$ cat config.mk
export PLATFORM = sky130hd
export DESIGN_NAME = prime_checker_seq
export DESIGN_NICKNAME = d
export VERILOG_FILES = /design/src/rtl/prime_pkg.sv /design/src/rtl/prime_checker_seq_rem_unit.sv /design/src/rtl/prime_checker_seq.sv
export SDC_FILE = /design/constraint.sdc
export NUM_CORES = 1
export LEC_CHECK = 0
export ABC_AREA = 1
export BUFFER_PORTS_ARGS = -buffer_cell sky130_fd_sc_hd__buf_2
export CORE_MARGIN = 3
export CORE_UTILIZATION = 35
export DETAILED_ROUTE_END_ITERATION = 12
export PLACE_DENSITY = 0.55
export SYNTH_ARGS = -nofsm -noshare
export SYNTH_HDL_FRONTEND = slang
export SYNTH_HIERARCHICAL = 1
export SYNTH_SLANG_ARGS = --single-unit
$ cat constraint.sdc
create_clock -name clk -period 7.5 [get_ports clk]
set_input_delay 1.5 -clock clk [delete_from_list [all_inputs] [get_ports clk]]
set_output_delay 1.5 -clock clk [all_outputs]
set_load 0.1 [all_outputs]
$ cat src/rtl/prime_pkg.sv
// Shared definitions for the sequential trial-division prime checker.
// Holds the controller state encoding and the legal operand-width range.
package prime_pkg;

    localparam int WIDTH_MIN = 2;
    localparam int WIDTH_MAX = 16;

    typedef enum logic [1:0] {
        IDLE = 2'd0,
        TEST = 2'd1,
        DIV  = 2'd2,
        DONE = 2'd3
    } state_t;

endpackage

$ cat src/rtl/prime_checker_seq_rem_unit.sv
// Restoring remainder unit: one quotient bit per cycle, WIDTH cycles per division.
// done is a one-cycle registered pulse; remainder is valid while done is high.
module rem_unit #(
    parameter int WIDTH = 8
) (
    input  logic             clk,
    input  logic             rst_n,
    input  logic             start,
    input  logic [WIDTH-1:0] dividend,
    input  logic [WIDTH-1:0] divisor,
    output logic             done,
    output logic [WIDTH-1:0] remainder
);

    localparam int CNT_W = (WIDTH > 2) ? $clog2(WIDTH) : 1;
    localparam logic [CNT_W-1:0] LAST_STEP = CNT_W'(WIDTH - 1);

    logic             busy_q, busy_d;
    logic             done_q, done_d;
    logic [CNT_W-1:0] cnt_q, cnt_d;
    logic [WIDTH-1:0] rem_q, rem_d;
    logic [WIDTH-1:0] dvd_q, dvd_d;
    logic [WIDTH-1:0] dvs_q, dvs_d;
    logic [WIDTH:0]   trial;
    logic [WIDTH:0]   diff;

    // Shift the next dividend bit into the partial remainder, then try to subtract.
    assign trial = {rem_q, dvd_q[WIDTH-1]};
    assign diff  = trial - {1'b0, dvs_q};

    always_comb begin
        busy_d = busy_q;
        done_d = 1'b0;
        cnt_d  = cnt_q;
        rem_d  = rem_q;
        dvd_d  = dvd_q;
        dvs_d  = dvs_q;
        if (busy_q) begin
            rem_d = (trial >= {1'b0, dvs_q}) ? diff[WIDTH-1:0] : trial[WIDTH-1:0];
            dvd_d = {dvd_q[WIDTH-2:0], 1'b0};
            cnt_d = cnt_q + CNT_W'(1);
            if (cnt_q == LAST_STEP) begin
                busy_d = 1'b0;
                done_d = 1'b1;
            end
        end else if (start) begin
            busy_d = 1'b1;
            cnt_d  = '0;
            rem_d  = '0;
            dvd_d  = dividend;
            dvs_d  = divisor;
        end
    end

    always_ff @(posedge clk or negedge rst_n) begin
        if (!rst_n) begin
            busy_q <= 1'b0;
            done_q <= 1'b0;
            cnt_q  <= '0;
            rem_q  <= '0;
            dvd_q  <= '0;
            dvs_q  <= '0;
        end else begin
            busy_q <= busy_d;
            done_q <= done_d;
            cnt_q  <= cnt_d;
            rem_q  <= rem_d;
            dvd_q  <= dvd_d;
            dvs_q  <= dvs_d;
        end
    end

    assign done      = done_q;
    assign remainder = rem_q;

endmodule

$ cat src/rtl/prime_checker_seq.sv
// Sequential primality test by trial division with 2, then odd divisors up to sqrt(N).
// Reports the smallest divisor above 1 for composites; ready/valid on both sides.
module prime_checker_seq
    import prime_pkg::*;
#(
    parameter int WIDTH = 8
) (
    input  logic             clk,
    input  logic             rst_n,
    input  logic             in_valid,
    output logic             in_ready,
    input  logic [WIDTH-1:0] in_value,
    output logic             out_valid,
    input  logic             out_ready,
    output logic             out_prime,
    output logic [WIDTH-1:0] out_divisor
);

    if (WIDTH < WIDTH_MIN || WIDTH > WIDTH_MAX) begin : g_bad_width
        $error("prime_checker_seq: WIDTH must lie in 2..16");
    end

    state_t           state_q, state_d;
    logic [WIDTH-1:0] n_q, n_d;
    logic [WIDTH:0]   d_q, d_d;
    logic             in_ready_q, in_ready_d;
    logic             out_valid_q, out_valid_d;
    logic             out_prime_q, out_prime_d;
    logic [WIDTH-1:0] out_divisor_q, out_divisor_d;
    logic             rem_start;
    logic             rem_done;
    logic [WIDTH-1:0] rem_value;
    logic [2*WIDTH+1:0] d_sq;

    // Squared trial divisor kept wide enough that the compare against N cannot wrap.
    assign d_sq = {{(WIDTH+1){1'b0}}, d_q} * {{(WIDTH+1){1'b0}}, d_q};

    always_comb begin
        state_d       = state_q;
        n_d           = n_q;
        d_d           = d_q;
        in_ready_d    = in_ready_q;
        out_valid_d   = out_valid_q;
        out_prime_d   = out_prime_q;
        out_divisor_d = out_divisor_q;
        rem_start     = 1'b0;
        unique case (state_q)
            IDLE: begin
                if (in_valid) begin
                    n_d        = in_value;
                    d_d        = (WIDTH+1)'(2);
                    in_ready_d = 1'b0;
                    state_d    = TEST;
                end
            end
            TEST: begin
                if (n_q < WIDTH'(2)) begin
                    out_valid_d   = 1'b1;
                    out_prime_d   = 1'b0;
                    out_divisor_d = '0;
                    state_d       = DONE;
                end else if (d_sq > {{(WIDTH+2){1'b0}}, n_q}) begin
                    out_valid_d   = 1'b1;
                    out_prime_d   = 1'b1;
                    out_divisor_d = '0;
                    state_d       = DONE;
                end else begin
                    rem_start = 1'b1;
                    state_d   = DIV;
                end
            end
            DIV: begin
                if (rem_done) begin
                    if (rem_value == '0) begin
                        out_valid_d   = 1'b1;
                        out_prime_d   = 1'b0;
                        out_divisor_d = d_q[WIDTH-1:0];
                        state_d       = DONE;
                    end else begin
                        d_d     = (d_q == (WIDTH+1)'(2)) ? (WIDTH+1)'(3) : d_q + (WIDTH+1)'(2);
                        state_d = TEST;
                    end
                end
            end
            DONE: begin
                if (out_ready) begin
                    out_valid_d   = 1'b0;
                    out_prime_d   = 1'b0;
                    out_divisor_d = '0;
                    in_ready_d    = 1'b1;
                    state_d       = IDLE;
                end
            end
            default: state_d = IDLE;
        endcase
    end

    always_ff @(posedge clk or negedge rst_n) begin
        if (!rst_n) begin
            state_q       <= IDLE;
            n_q           <= '0;
            d_q           <= '0;
            in_ready_q    <= 1'b1;
            out_valid_q   <= 1'b0;
            out_prime_q   <= 1'b0;
            out_divisor_q <= '0;
        end else begin
            state_q       <= state_d;
            n_q           <= n_d;
            d_q           <= d_d;
            in_ready_q    <= in_ready_d;
            out_valid_q   <= out_valid_d;
            out_prime_q   <= out_prime_d;
            out_divisor_q <= out_divisor_d;
        end
    end

    // Any trial divisor reaching DIV satisfies D*D <= N, so it fits in WIDTH bits.
    rem_unit #(
        .WIDTH(WIDTH)
    ) u_rem (
        .clk      (clk),
        .rst_n    (rst_n),
        .start    (rem_start),
        .dividend (n_q),
        .divisor  (d_q[WIDTH-1:0]),
        .done     (rem_done),
        .remainder(rem_value)
    );

    assign in_ready    = in_ready_q;
    assign out_valid   = out_valid_q;
    assign out_prime   = out_prime_q;
    assign out_divisor = out_divisor_q;

endmodule

==> summary.txt, run 1 <==
Floorplan
  – Initial Util: 0.365
  – Placement Rows: 46
  – Die W: between 100 and 150 µm
  – Die Area: ~18000 µm²
  – I/O pin count: 23
  – Placeable Area: 16200 µm²
  – Die height: 136 µm

Min path
  – Min-delay worst type: reg2reg

Synth
  – Number of flops mapped to enable cells by yosys: 0
  – Post-Synthesis Cells: between 800 and 900
  – Synth async-reset ratio: 1.00
  – Synth top area cells: dfrtp_1, nand2_1, fa_1, ha_1, inv_1
  – Post-synth top area cell: dfrtp_1
  – Top-count cell post-synth: nand2_1
  – Register area share after synthesis: 0.251
  – Yosys warnings: 6
  – Cell variety after synth: 48
  – Most frequently used flop master after synthesis: dfrtp_1
  – Synth Net Count: 910
  – Synth top cells by count: nand2_1, inv_1, dfrtp_1
  – Top cell type's share of synthesized area: 0.246
  – Synth Cell Area: about 5900 µm²
  – Syn_area_per_cell: ~7.3 µm²
  – Flops & latches, synth: between 50 and 60

Layout
  – Layout cell share with drive strength beyond 1: 0.112
  – Filler cell count: 1713
  – Synthesis-to-finish area growth: 9.95%
  – Fin nets: slightly above 900
  – Antenna diodes: 0

Clocking
  – TritonCTS buffer count: 9
  – Worst skew pair latency: 330 ps
  – CTS tree: yes
  – Clock sinks: between 50 and 60
  – Hold Buf Count CTS: 0
  – Worst-path clk slew: approximately 50 ps
  – H-tree levels: 3
  – Longest Clk Path Bufs: 2
  – Root Buffer Master: clkbuf_16
  – PostCTS Resize Cnt: 0
  – Post CTS Setup Buffer Count: 0

Run
  – Number of max-cap violations: 0

Drt
  – Met3 WL: 461 µm
  – WL met2: ~6400 µm
  – Drt total wl: 14100 µm
  – DR iter-0 viols: 277
  – Wl on met1: roughly 6900 µm
  – Highest metal used: met4
  – Post-route ant nets: 0
  – Via count: around 5000
  – Vias per inst: between 4 and 5
  – Avg WL per Cell: 13.4 µm
  – Residual DRC: 0
  – DRT Pass-1 Iters: 8

Worst setup path
  – CP required: 7740 ps
  – Slowest cell delay on critical path: ~680 ps
  – Setup crit start kind: flip-flop
  – CP Class: reg2reg
  – Reg2Reg Depth: 23
  – CP Capture Type: flip-flop
  – Crit-path cells: nand2_1, fa_1, inv_1, fa_1, inv_1, fa_1, fa_1, inv_1, ha_1, xor2_1, ha_1, nand2_1, nor2_1, nand3_1, nand2_1, nand2_1, nor2_1, nand4_1, nor3b_1, nand2_1, inv_2, nand2_1, o211ai_1
  – Worst path arrival time: about 6000 ps
  – Reg-to-Reg End: u_rem/dvd_q[6]
  – Crit Path Max Fanout: 23
  – Crit path max-delay cell type: dfrtp_1
  – Reg-to-reg slack, setup: 1710 ps
  – CP dominant cell by count: nand2_1
  – FF-to-FF Start: d_q[6]
  – Worst Setup EP: u_rem/dvd_q[6]
  – Critical Path Start: d_q[6]

STA
  – Setup Viol. Count Final: 0
  – Final Hold Viols: 0
  – Relative slew slack: 0.493
  – Period minus WS final: 5790 ps
  – Slew Limit Fails: 0
  – Clock skew: approximately 9.4 ps
  – Fin crit share: 0.772
  – Fmax: between 150 and 200 MHz
  – Hold slack: around 460 ps
  – Worst-Margin Slew: between 700 and 800 ps
  – Setup TNS: 0 ps
  – RSZ-0062 raised after global routing: false

GRT
  – Number of global-route vias before repair: ~4800
  – GR Overflow Total: 0
  – Initial antenna violation count: 0
  – Global-route wire length before repair: ~24000 µm
  – Pin count of the biggest net entering global routing: 60
  – GRT Total Usage: 0.160

Pwr
  – Peak supply drop: between 200 and 250 µV
  – Psw: ~1.1 mW
  – Sequential Power Share: 0.273
  – Clock power frac: 0.193
  – Comb pwr share: 0.534
  – Power Internal: 1.07 mW
  – Static Leak: 3.76 nW
  – Pwr Density: around 330 nW/µm²
  – Sw Ratio: 0.499

Placed design
  – I/O Buffers: 22
  – HPWL after detailed placement: between 10000 and 15000 µm
  – GPL Wtd Cong: around 0.9

Run status
  – Status: finished, final reports clean
[metrics by stage]
step | total power [mW] | area, µm² | instances | setup slack (ps) | util
6_report | 2.13 | 6480 | 1046 | 1710 | 0.401
3_5_place_dp | 1.74 | 6190 | 1030 | 1750 | 0.383
4_1_cts | 2.15 | 6480 | 1046 | 1720 | 0.401
3_3_place_gp | 1.72 | 6190 | 1030 | 1880 | 0.383
5_1_grt | 2.34 | 6480 | 1046 | 1220 | 0.401
2_1_floorplan | 1.47 | 5900 | 810 | 2300 | -
[registers in the layout (all words and copies together), names as in the netlist]
signal / count
out_valid: 1
u_rem/cnt_q: 3
u_rem/remainder: 8
out_prime: 1
d_q: 9
u_rem/done: 1
in_ready: 1
state_q: 2
n_q: 8
u_rem/dvs_q: 8
u_rem/dvd_q: 8
out_divisor: 8
u_rem/busy_q: 1
[routing by layer]
| metal | global-route usage | vias up |
|---|---|---|
| li1 | - | 2530 |
| met3 | 0.0192 | 17 |
| met1 | 0.228 | 2323 |
| met5 | 0 | - |
| met2 | 0.257 | 93 |
| met4 | 0.0431 | 0 |
[critical path: cells and delay by family (launching register included)]
family	cells	cell delay, ps
compound gates	1	100
xor+xnor	1	200
fa+ha+maj	6	2800
buf+inv	4	470
flops	1	680
simple gates	11	1420
[worst min-delay path by stage]
| stage | start | endpoint | slack (ps) | cells past startpoint |
|---|---|---|---|---|
| after global placement | out_divisor[2] | out_divisor[2] | 450 | 2 |
| after CTS | out_divisor[1] | out_divisor[1] | 470 | 2 |
| after global routing | out_divisor[3] | out_divisor[3] | 500 | 2 |
| after detailed placement | out_divisor[1] | out_divisor[1] | 460 | 2 |
| final | out_divisor[1] | out_divisor[1] | 460 | 2 |
| after floorplan | u_rem/dvs_q[0] | u_rem/dvs_q[0] | 450 | 2 |
[final cells by class]
cell class	instances	area (µm²)	share of cell area
tap	216	270	0.0417
clock buffer	11	243	0.0374
inverter	174	656	0.101
sequential	59	1480	0.228
clock inverter	5	53.8	0.00830
timing repair buffer	24	125	0.0193
multi-input combinational	557	3660	0.564
[power by group through the flow]
| stage | logic (mW) | clock network (mW) | registers [mW] |
|---|---|---|---|
| floorplan | 0.845 | 0 | 0.627 |
| global placement | 1.13 | 0 | 0.589 |
| detailed placement | 1.15 | 0 | 0.588 |
| CTS | 1.15 | 0.419 | 0.585 |
| global route | 1.30 | 0.435 | 0.600 |
| finish | 1.14 | 0.412 | 0.583 |
[cells in the final DEF, fill, tap and decap left out, types with 2 or more instances in the layout]
master | netlist | routed
a22o_1 | 2 | 2
nor2_2 | 9 | 9
nor4_1 | 2 | 2
o21ai_0 | 15 | 15
ha_1 | 53 | 53
o221ai_1 | 3 | 3
clkinv_1 | 2 | 2
nand2_2 | 6 | 6
dfrtp_1 | 58 | 58
nand3_2 | 14 | 14
nor2_1 | 39 | 39
fa_1 | 35 | 35
a31o_2 | 2 | 2
nand2_1 | 238 | 238
o211ai_1 | 4 | 4
clkinv_2 | 0 | 3
nor2_4 | 3 | 3
nand4_1 | 8 | 8
nand3b_1 | 4 | 4
a21oi_1 | 22 | 22
inv_1 | 163 | 163
buf_4 | 2 | 2
inv_2 | 8 | 8
nor3_2 | 2 | 2
o21ai_1 | 10 | 10
nor3_1 | 3 | 3
buf_2 | 6 | 22
nand3_1 | 53 | 53
xor2_1 | 9 | 9
nand2_4 | 3 | 3
xnor2_1 | 4 | 4
clkbuf_16 | 0 | 9
[logic make-up (layout without fill, tap and decap cells)]
group,Yosys count,in the layout,share of synthesized area
AND/OR/NAND/NOR,390,390,0.304
buffers and inverters,194,214,0.129
adder cells (fa/ha/maj),88,88,0.231
AO/OA/AOI/OAI,66,66,0.0664
flip-flops,59,59,0.251
XOR/XNOR,13,13,0.0193
Power figures use the tool's default switching activity.
==> inputs of run 2 (changes only) <==
- clock period: 7.5 -> 5.55 ns (I/O delays scaled with it)
==> run 2 against run 1 <==
Effect of this change:
- combinational power up 38%
- power up 36%
- worst setup slack worse by 1300 ps
- sequential cell count unchanged
- worst hold slack better by 1.7 ps
- count of clock-buffer cells in the layout down 2
- sequential share of layout area down 0.26 points
- routed wire length down 2.2%
- first-iteration DRC count down 18%
==> summary.txt, run 2 (same netlist as run 1, synthesis figures left out) <==
Drt
  – DR iter-0 viols: 227 (was 277)
  – Avg WL per Cell: 13.0 µm (was 13.4 µm)
  – Vias per inst: 4.61 (was 4.74)
  – Post-route ant nets: 0 (unchanged)
  – DRT Pass-1 Iters: 4 (was 8)
  – Residual DRC: 0 (unchanged)
  – Drt total wl: 13800 µm (was 14100 µm)
  – Via count: 4880 (was 4963)

Pwr
  – Pwr Density: 440 nW/µm² (was 329 nW/µm²)
  – Peak supply drop: 315 µV (was 214 µV)
  – Static Leak: 3.80 nW (was 3.76 nW)

STA
  – Relative slew slack: 0.493 (about the same)
  – Fmax: 195 MHz (was 173 MHz)
  – Period minus WS final: 5130 ps (was 5790 ps)
  – Worst-Margin Slew: 761 ps (about the same)
  – Final Hold Viols: 0 (unchanged)
  – Setup Viol. Count Final: 0 (unchanged)
  – Fin worst setup slack: 419 ps (was 1710 ps)
  – Slew Limit Fails: 0 (unchanged)
  – Fin crit share: 0.925 (was 0.772)
  – RSZ-0062 raised after global routing: false (unchanged)
  – Clock skew: 8.34 ps (was 9.38 ps)
  – Setup TNS: 0 ps (unchanged)

Floorplan
  – Placement Rows: 46 (unchanged)
  – Die height: 136 µm (unchanged)
  – Initial Util: 0.365 (unchanged)
  – I/O pin count: 23 (unchanged)
  – Die W: 136 µm (unchanged)
  – Die Area: 18400 µm² (unchanged)
  – Placeable Area: 16200 µm² (unchanged)

Placed design
  – I/O Buffers: 22 (unchanged)
  – Placed Cells: 1040 (was 1030)
  – GPL Wtd Cong: 0.886 (was 0.911)
  – Dpl ws: 146 ps (was 1750 ps)
  – HPWL after detailed placement: 11200 µm (was 11300 µm)

GRT
  – Number of global-route vias before repair: 4977 (was 4821)
  – GRT Total Usage: 0.163 (was 0.160)
  – Initial antenna violation count: 0 (unchanged)
  – Pin count of the biggest net entering global routing: 60 (unchanged)
  – GR Overflow Total: 0 (unchanged)
  – Global-route wire length before repair: 24200 µm (was 23800 µm)

Worst setup path
  – Critical Path Start: d_q[6] (unchanged)
  – Worst path arrival time: 5340 ps (was 6030 ps)
  – CP Capture Type: flip-flop (unchanged)
  – CP required: 5760 ps (was 7740 ps)
  – Reg2Reg Depth: 23 (unchanged)
  – Setup crit start kind: flip-flop (unchanged)
  – Reg-to-Reg End: u_rem/dvd_q[7] (was u_rem/dvd_q[6])
  – CP Class: reg2reg (unchanged)
  – Worst Setup EP: u_rem/dvd_q[7] (was u_rem/dvd_q[6])
  – Crit Path Max Fanout: 16 (was 23)
  – Reg-to-reg slack, setup: 420 ps (was 1710 ps)
  – FF-to-FF Start: d_q[6] (unchanged)

Clocking
  – Longest Clk Path Bufs: 2 (unchanged)
  – H-tree levels: 3 (unchanged)
  – Hold Buf Count CTS: 0 (unchanged)
  – Worst skew pair latency: 340 ps (was 330 ps)
  – TritonCTS buffer count: 9 (unchanged)
  – Root Buffer Master: clkbuf_16 (unchanged)
  – Worst-path clk slew: 60 ps (was 50 ps)
  – Clock sinks: 59 (unchanged)
  – CTS tree: yes (unchanged)

Layout
  – Commonest non-fill, non-tap cell in the layout: nand2_1 (unchanged)
  – Commonest cells after routing, fill and taps aside: nand2_1, inv_1, nand3_1, ha_1, dfrtp_1 (was nand2_1, inv_1, dfrtp_1)
  – Most flops, register: d_q (unchanged)
  – Max FFs per register: 9 (unchanged)
  – Filler cell count: 1695 (was 1713)
  – Antenna diodes: 0 (unchanged)
  – Synthesis-to-finish area growth: 11.9% (was 9.95%)
  – Layout cell share with drive strength beyond 1: 0.135 (was 0.112)
  – Fin nets: 937 (was 925)
  – Non-Filler Instances: 1058 (was 1046)

Run
  – Number of max-cap violations: 0 (unchanged)

Run status
  – Status: finished, final reports clean (unchanged)

Min path
  – Min-delay worst type: reg2reg (unchanged)
[run 2: changes by cell type in the layout (fill, tap and decap cells not counted), sizes merged]
cell,delta
clkinvlp,+2
buf,+12
clkbuf,-2
[run 2: repair_timing]
action                                  CTS  global route
setup buffers                             0             2
endpoints found under the setup margin    0            35
resized for setup                         0            12
[run 2: how the worst min path moves through the flow]
stage / start / to / slack (ps) / cells past startpoint
5_1_grt: u_rem/cnt_q[0] / u_rem/cnt_q[0] / 500 / 1
3_3_place_gp: out_valid / out_valid / 450 / 2
3_5_place_dp: out_valid / out_valid / 450 / 2
2_1_floorplan: u_rem/dvs_q[0] / u_rem/dvs_q[0] / 450 / 2
6_report: out_valid / out_valid / 470 / 2
4_1_cts: out_valid / out_valid / 470 / 2
[run 2: power by group]
part           internal (mW)  total (mW)  switching, mW
sequential             0.595       0.766          0.171
clock                  0.349       0.566          0.216
combinational          0.522        1.57           1.05
total                   1.47        2.90           1.44
[run 2: area by class of cell]
class	count	area (µm²)	area share
Multi-Input combinational cell	557	3660	0.555
Sequential cell	59	1490	0.225
Inverter	174	661	0.100
Tap cell	216	270	0.0410
Clock buffer	9	225	0.0341
Timing Repair Buffer	36	215	0.0326
Clock inverter	7	76.3	0.0116
[run 2: critical path, cell delays in order, from the launching register on]
cell	delay [ps]
dfrtp_1	370
buf_4	240
nand2_1	140
fa_1	520
inv_1	80
fa_1	500
fa_1	540
inv_1	50
fa_1	530
inv_1	40
ha_1	350
nand2_1	150
inv_1	70
a21oi_1	190
nand3b_1	110
nand2_2	90
nand3_1	90
nand3b_1	180
nor3b_2	180
buf_4	140
nor2_2	30
buf_4	210
inv_2	100
o221ai_1	100
[run 2: routing by layer]
| metal | wire length, µm | track usage | share of wire |
|---|---|---|---|
| met3 | 329 | 0.0181 | 0.024 |
| met5 | 0 | 0 | 0 |
| met2 | 6540 | 0.267 | 0.48 |
| met4 | 255 | 0.0554 | 0.019 |
| met1 | 6630 | 0.224 | 0.48 |
[run 2: per-stage QoR]
stage | hold WS [ps] | power [mW] | cell area, µm² | util
final | 465 | 2.90 | 6600 | 0.408
after global routing | 500 | 3.19 | 6600 | 0.408
after CTS | 469 | 2.93 | 6570 | 0.406
after detailed placement | 454 | 2.35 | 6260 | 0.387
after global placement | 450 | 2.35 | 6260 | 0.387
after floorplan | 453 | 1.99 | 5900 | -
==> inputs of run 3 (changes only) <==
- ABC_AREA: 1 -> not set
- CELL_PAD_IN_SITES_DETAIL_PLACEMENT: not set -> 0
- CELL_PAD_IN_SITES_GLOBAL_PLACEMENT: not set -> 1
- CORE_UTILIZATION: 35 -> 49
- PLACE_DENSITY: 0.55 -> 0.87
==> run 3 against run 2 <==
Effect of this change:
- register-to-register slack worse by 400 ps
- fmax down 7.2%
- critical path type unchanged
- synthesized cell count down 23%
- sequential power up 2%
- routed wire length down 4.5%
- utilization up 21 points
- highest routed layer unchanged
==> summary.txt, run 3 <==
Clocking
  – Worst-path clk slew: 70 ps (was 60 ps)
  – Worst skew pair latency: 350 ps (was 340 ps)
  – TritonCTS buffer count: 9 (unchanged)
  – Root Buffer Master: clkbuf_8 (was clkbuf_16)
  – Hold Buf Count CTS: 0 (unchanged)
  – Longest Clk Path Bufs: 2 (unchanged)
  – CTS tree: yes (unchanged)
  – Clock sinks: 59 (unchanged)
  – H-tree levels: 3 (unchanged)

Drt
  – Via count: 4587 (was 4880)
  – Avg WL per Cell: 15.9 µm (was 13.0 µm)
  – Post-route ant nets: 0 (unchanged)
  – Drt total wl: 13100 µm (was 13800 µm)
  – Vias per inst: 5.57 (was 4.61)
  – DRT Pass-1 Iters: 4 (unchanged)
  – DR iter-0 viols: 254 (was 227)
  – Residual DRC: 0 (unchanged)

STA
  – RSZ-0062 raised after global routing: true (was false)
  – Setup Viol. Count Final: 0 (unchanged)
  – Slew Limit Fails: 0 (unchanged)
  – Fmax: 181 MHz (was 195 MHz)
  – Period minus WS final: 5530 ps (was 5130 ps)
  – Relative slew slack: 0.394 (was 0.493)
  – Clock skew: 7.61 ps (was 8.34 ps)
  – Fin crit share: 0.996 (was 0.925)
  – Worst-Margin Slew: 909 ps (was 761 ps)
  – Hold slack: 492 ps (was 465 ps)
  – Final Hold Viols: 0 (unchanged)

Worst setup path
  – Reg-to-reg slack, setup: 20 ps (was 420 ps)
  – Setup crit start kind: flip-flop (unchanged)
  – CP dominant cell by count: fa_1
  – CP Capture Type: flip-flop (unchanged)
  – CP required: 5760 ps (about the same)
  – Reg2Reg Depth: 18 (was 23)
  – FF-to-FF Start: d_q[2] (was d_q[6])
  – CP Class: reg2reg (unchanged)
  – Crit path max-delay cell type: fa_1 (unchanged)
  – Reg-to-Reg End: u_rem/remainder[7] (was u_rem/dvd_q[7])
  – Slowest cell delay on critical path: 580 ps (was 540 ps)
  – Crit Path Max Fanout: 5 (was 16)
  – Crit-path cells: buf_2, and2_1, fa_1, fa_1, fa_1, inv_1, fa_1, inv_2, ha_4, nor2_1, or4b_4, nand4bb_4, nor4b_4, and4_4, clkinvlp_4, and3_4, a41oi_1, o31ai_1 (was buf_4, nand2_1, fa_1, inv_1, fa_1, fa_1, inv_1, fa_1, inv_1, ha_1, nand2_1, inv_1, a21oi_1, nand3b_1, nand2_2, nand3_1, nand3b_1, nor3b_2, buf_4, nor2_2, buf_4, inv_2, o221ai_1)
  – Worst path arrival time: 5740 ps (was 5340 ps)

Layout
  – Max FFs per register: 9 (unchanged)
  – Design Area, Final: 6560 µm² (was 6600 µm²)
  – Fin nets: 783 (was 937)
  – Antenna diodes: 0 (unchanged)
  – Most flops, register: d_q (unchanged)
  – Filler cell count: 890 (was 1695)
  – Commonest non-fill, non-tap cell in the layout: inv_1 (was nand2_1)
  – Commonest cells after routing, fill and taps aside: inv_1, nand2_1, dfrtp_1 (was nand2_1, inv_1, nand3_1, ha_1, dfrtp_1)
  – Layout cell share with drive strength beyond 1: 0.243 (was 0.135)
  – Synthesis-to-finish area growth: 20.1% (was 11.9%)

Synth
  – Syn_area_per_cell: 8.81 µm² (was 7.28 µm²)
  – Post-synth top area cell: dfrtp_1 (unchanged)
  – Synth top area cells: dfrtp_1, fa_1, ha_1, inv_1, nand2_1 (was dfrtp_1, nand2_1, fa_1, ha_1, inv_1)
  – Synth Net Count: 720 (was 910)
  – Post-Synthesis Cells: 620 (was 810)
  – Synth async-reset ratio: 1.00 (unchanged)
  – Top-count cell post-synth: inv_1 (was nand2_1)
  – Synth Cell Area: 5460 µm² (was 5900 µm²)
  – Yosys warnings: 6 (unchanged)
  – Number of flops mapped to enable cells by yosys: 0 (unchanged)
  – Flops & latches, synth: 59 (unchanged)
  – Cell variety after synth: 65 (was 48)
  – Register area share after synthesis: 0.271 (was 0.251)
  – Most frequently used flop master after synthesis: dfrtp_1 (unchanged)
  – Top cell type's share of synthesized area: 0.266 (was 0.246)
  – Synth top cells by count: inv_1, nand2_1, dfrtp_1 (was nand2_1, inv_1, dfrtp_1)

GRT
  – Global-route wire length before repair: 22200 µm (was 24200 µm)
  – Pin count of the biggest net entering global routing: 60 (unchanged)
  – GRT Total Usage: 0.217 (was 0.163)
  – Number of global-route vias before repair: 4592 (was 4977)
  – Initial antenna violation count: 0 (unchanged)
  – GR Overflow Total: 0 (unchanged)

Placed design
  – GPL Wtd Cong: 0.870 (was 0.886)
  – Placed cell area: 6030 µm² (was 6260 µm²)
  – HPWL after detailed placement: 10000 µm (was 11200 µm)
  – I/O Buffers: 22 (unchanged)

Floorplan
  – Die height: 112 µm (was 136 µm)
  – Placement Rows: 37 (was 46)
  – Initial Util: 0.515 (was 0.365)
  – Die Area: 12400 µm² (was 18400 µm²)
  – I/O pin count: 23 (unchanged)
  – Die W: 112 µm (was 136 µm)
  – Placeable Area: 10600 µm² (was 16200 µm²)

Run
  – Number of max-cap violations: 0 (unchanged)

Min path
  – Min-delay worst type: reg2reg (unchanged)
  – Hold path cells: 2 (unchanged)
  – Hold path start: u_rem/dvd_q[2] (was out_valid)
  – Worst Hold End: u_rem/dvd_q[3] (was out_valid)

Pwr
  – Peak supply drop: 307 µV (was 315 µV)
  – Power Total: 2.93 mW (was 2.90 mW)
  – Static Leak: 3.26 nW (was 3.80 nW)
  – Pwr Density: 446 nW/µm² (was 440 nW/µm²)

Run status
  – Status: finished, final reports clean (unchanged)
run 3: cell types whose count changed after synthesis, moves of 14 or more:
cell and change:
o21ai_0 +29, nand3_1 -41, and2_1 +14, nand3_2 -14
inv_1 -69, nand2_1 -168
run 3: critical path: cells and delay by family, from the launching register on:
family | cells | cell delay (ps)
adder cells (fa/ha/maj) | 5 | 2400
AO/OA/AOI/OAI | 2 | 260
flip-flops | 1 | 420
AND/OR/NAND/NOR | 7 | 1870
buffers and inverters | 4 | 430
run 3: per-stage QoR:
stage	setup TNS, ps	instances	utilization	setup WS, ps
global placement	-388	800	0.568	-102
finish	0	824	0.618	19.9
detailed placement	-2200	800	0.568	-209
CTS	0	819	0.595	1.96
global route	-1590	824	0.618	-101
floorplan	0	620	-	3.76
run 3: timing repair:
| action | CTS | global route |
|---|---|---|
| buffers inserted | 2 | 5 |
| gates resized for setup | 10 | 56 |
| endpoints found under the hold margin | 0 | 0 |
| pin swaps | 6 | 33 |
| endpoints found under the setup margin | 27 | 31 |
| gates cloned | 1 | 0 |
run 3: cell type report:
cell class | instances | area [µm²] | area share
multi-input cells | 443 | 3770 | 0.575
flip-flops and latches | 59 | 1490 | 0.227
repair buffers | 75 | 537 | 0.0819
inverters | 94 | 357 | 0.0544
well taps | 136 | 170 | 0.0260
clock buffers | 10 | 138 | 0.0210
clock inverters | 6 | 88.8 | 0.0135
repair inverters | 1 | 7.51 | 0.00115
run 3: worst max-delay path by stage:
| stage | startpoint | endpoint | slack [ps] |
|---|---|---|---|
| floorplan | d_q[7] | u_rem/remainder[5] | 4 |
| global placement | d_q[2] | u_rem/remainder[5] | -100 |
| detailed placement | d_q[2] | u_rem/remainder[5] | -210 |
| CTS | d_q[5] | u_rem/remainder[5] | 2 |
| global route | d_q[2] | u_rem/remainder[7] | -100 |
| finish | d_q[2] | u_rem/remainder[7] | 20 |
run 3: metal layers:
layer | global-route usage | wire [µm] | part of all wire | vias up
li1 | - | - | - | 2221
met1 | 0.309 | 6130 | 0.47 | 2238
met2 | 0.347 | 6250 | 0.48 | 110
met3 | 0.0484 | 609 | 0.046 | 18
met4 | 0.0397 | 149 | 0.011 | 0
met5 | 0 | 0 | 0 | -
run 3: kinds of logic after synthesis:
logic type      Yosys count  synth area share
simple gates            193             0.172
mux                      16            0.0302
compound gates          129             0.167
xor+xnor                 17            0.0273
flops                    59             0.271
fa+ha+maj                88             0.250
buf+inv                 118            0.0836
run 3: power breakdown:
part           switching, mW  leakage, nW  internal, mW
clock network          0.184        0.108         0.265
logic                   1.03         2.40         0.659
registers              0.182        0.752         0.603
total                   1.40         3.26          1.53
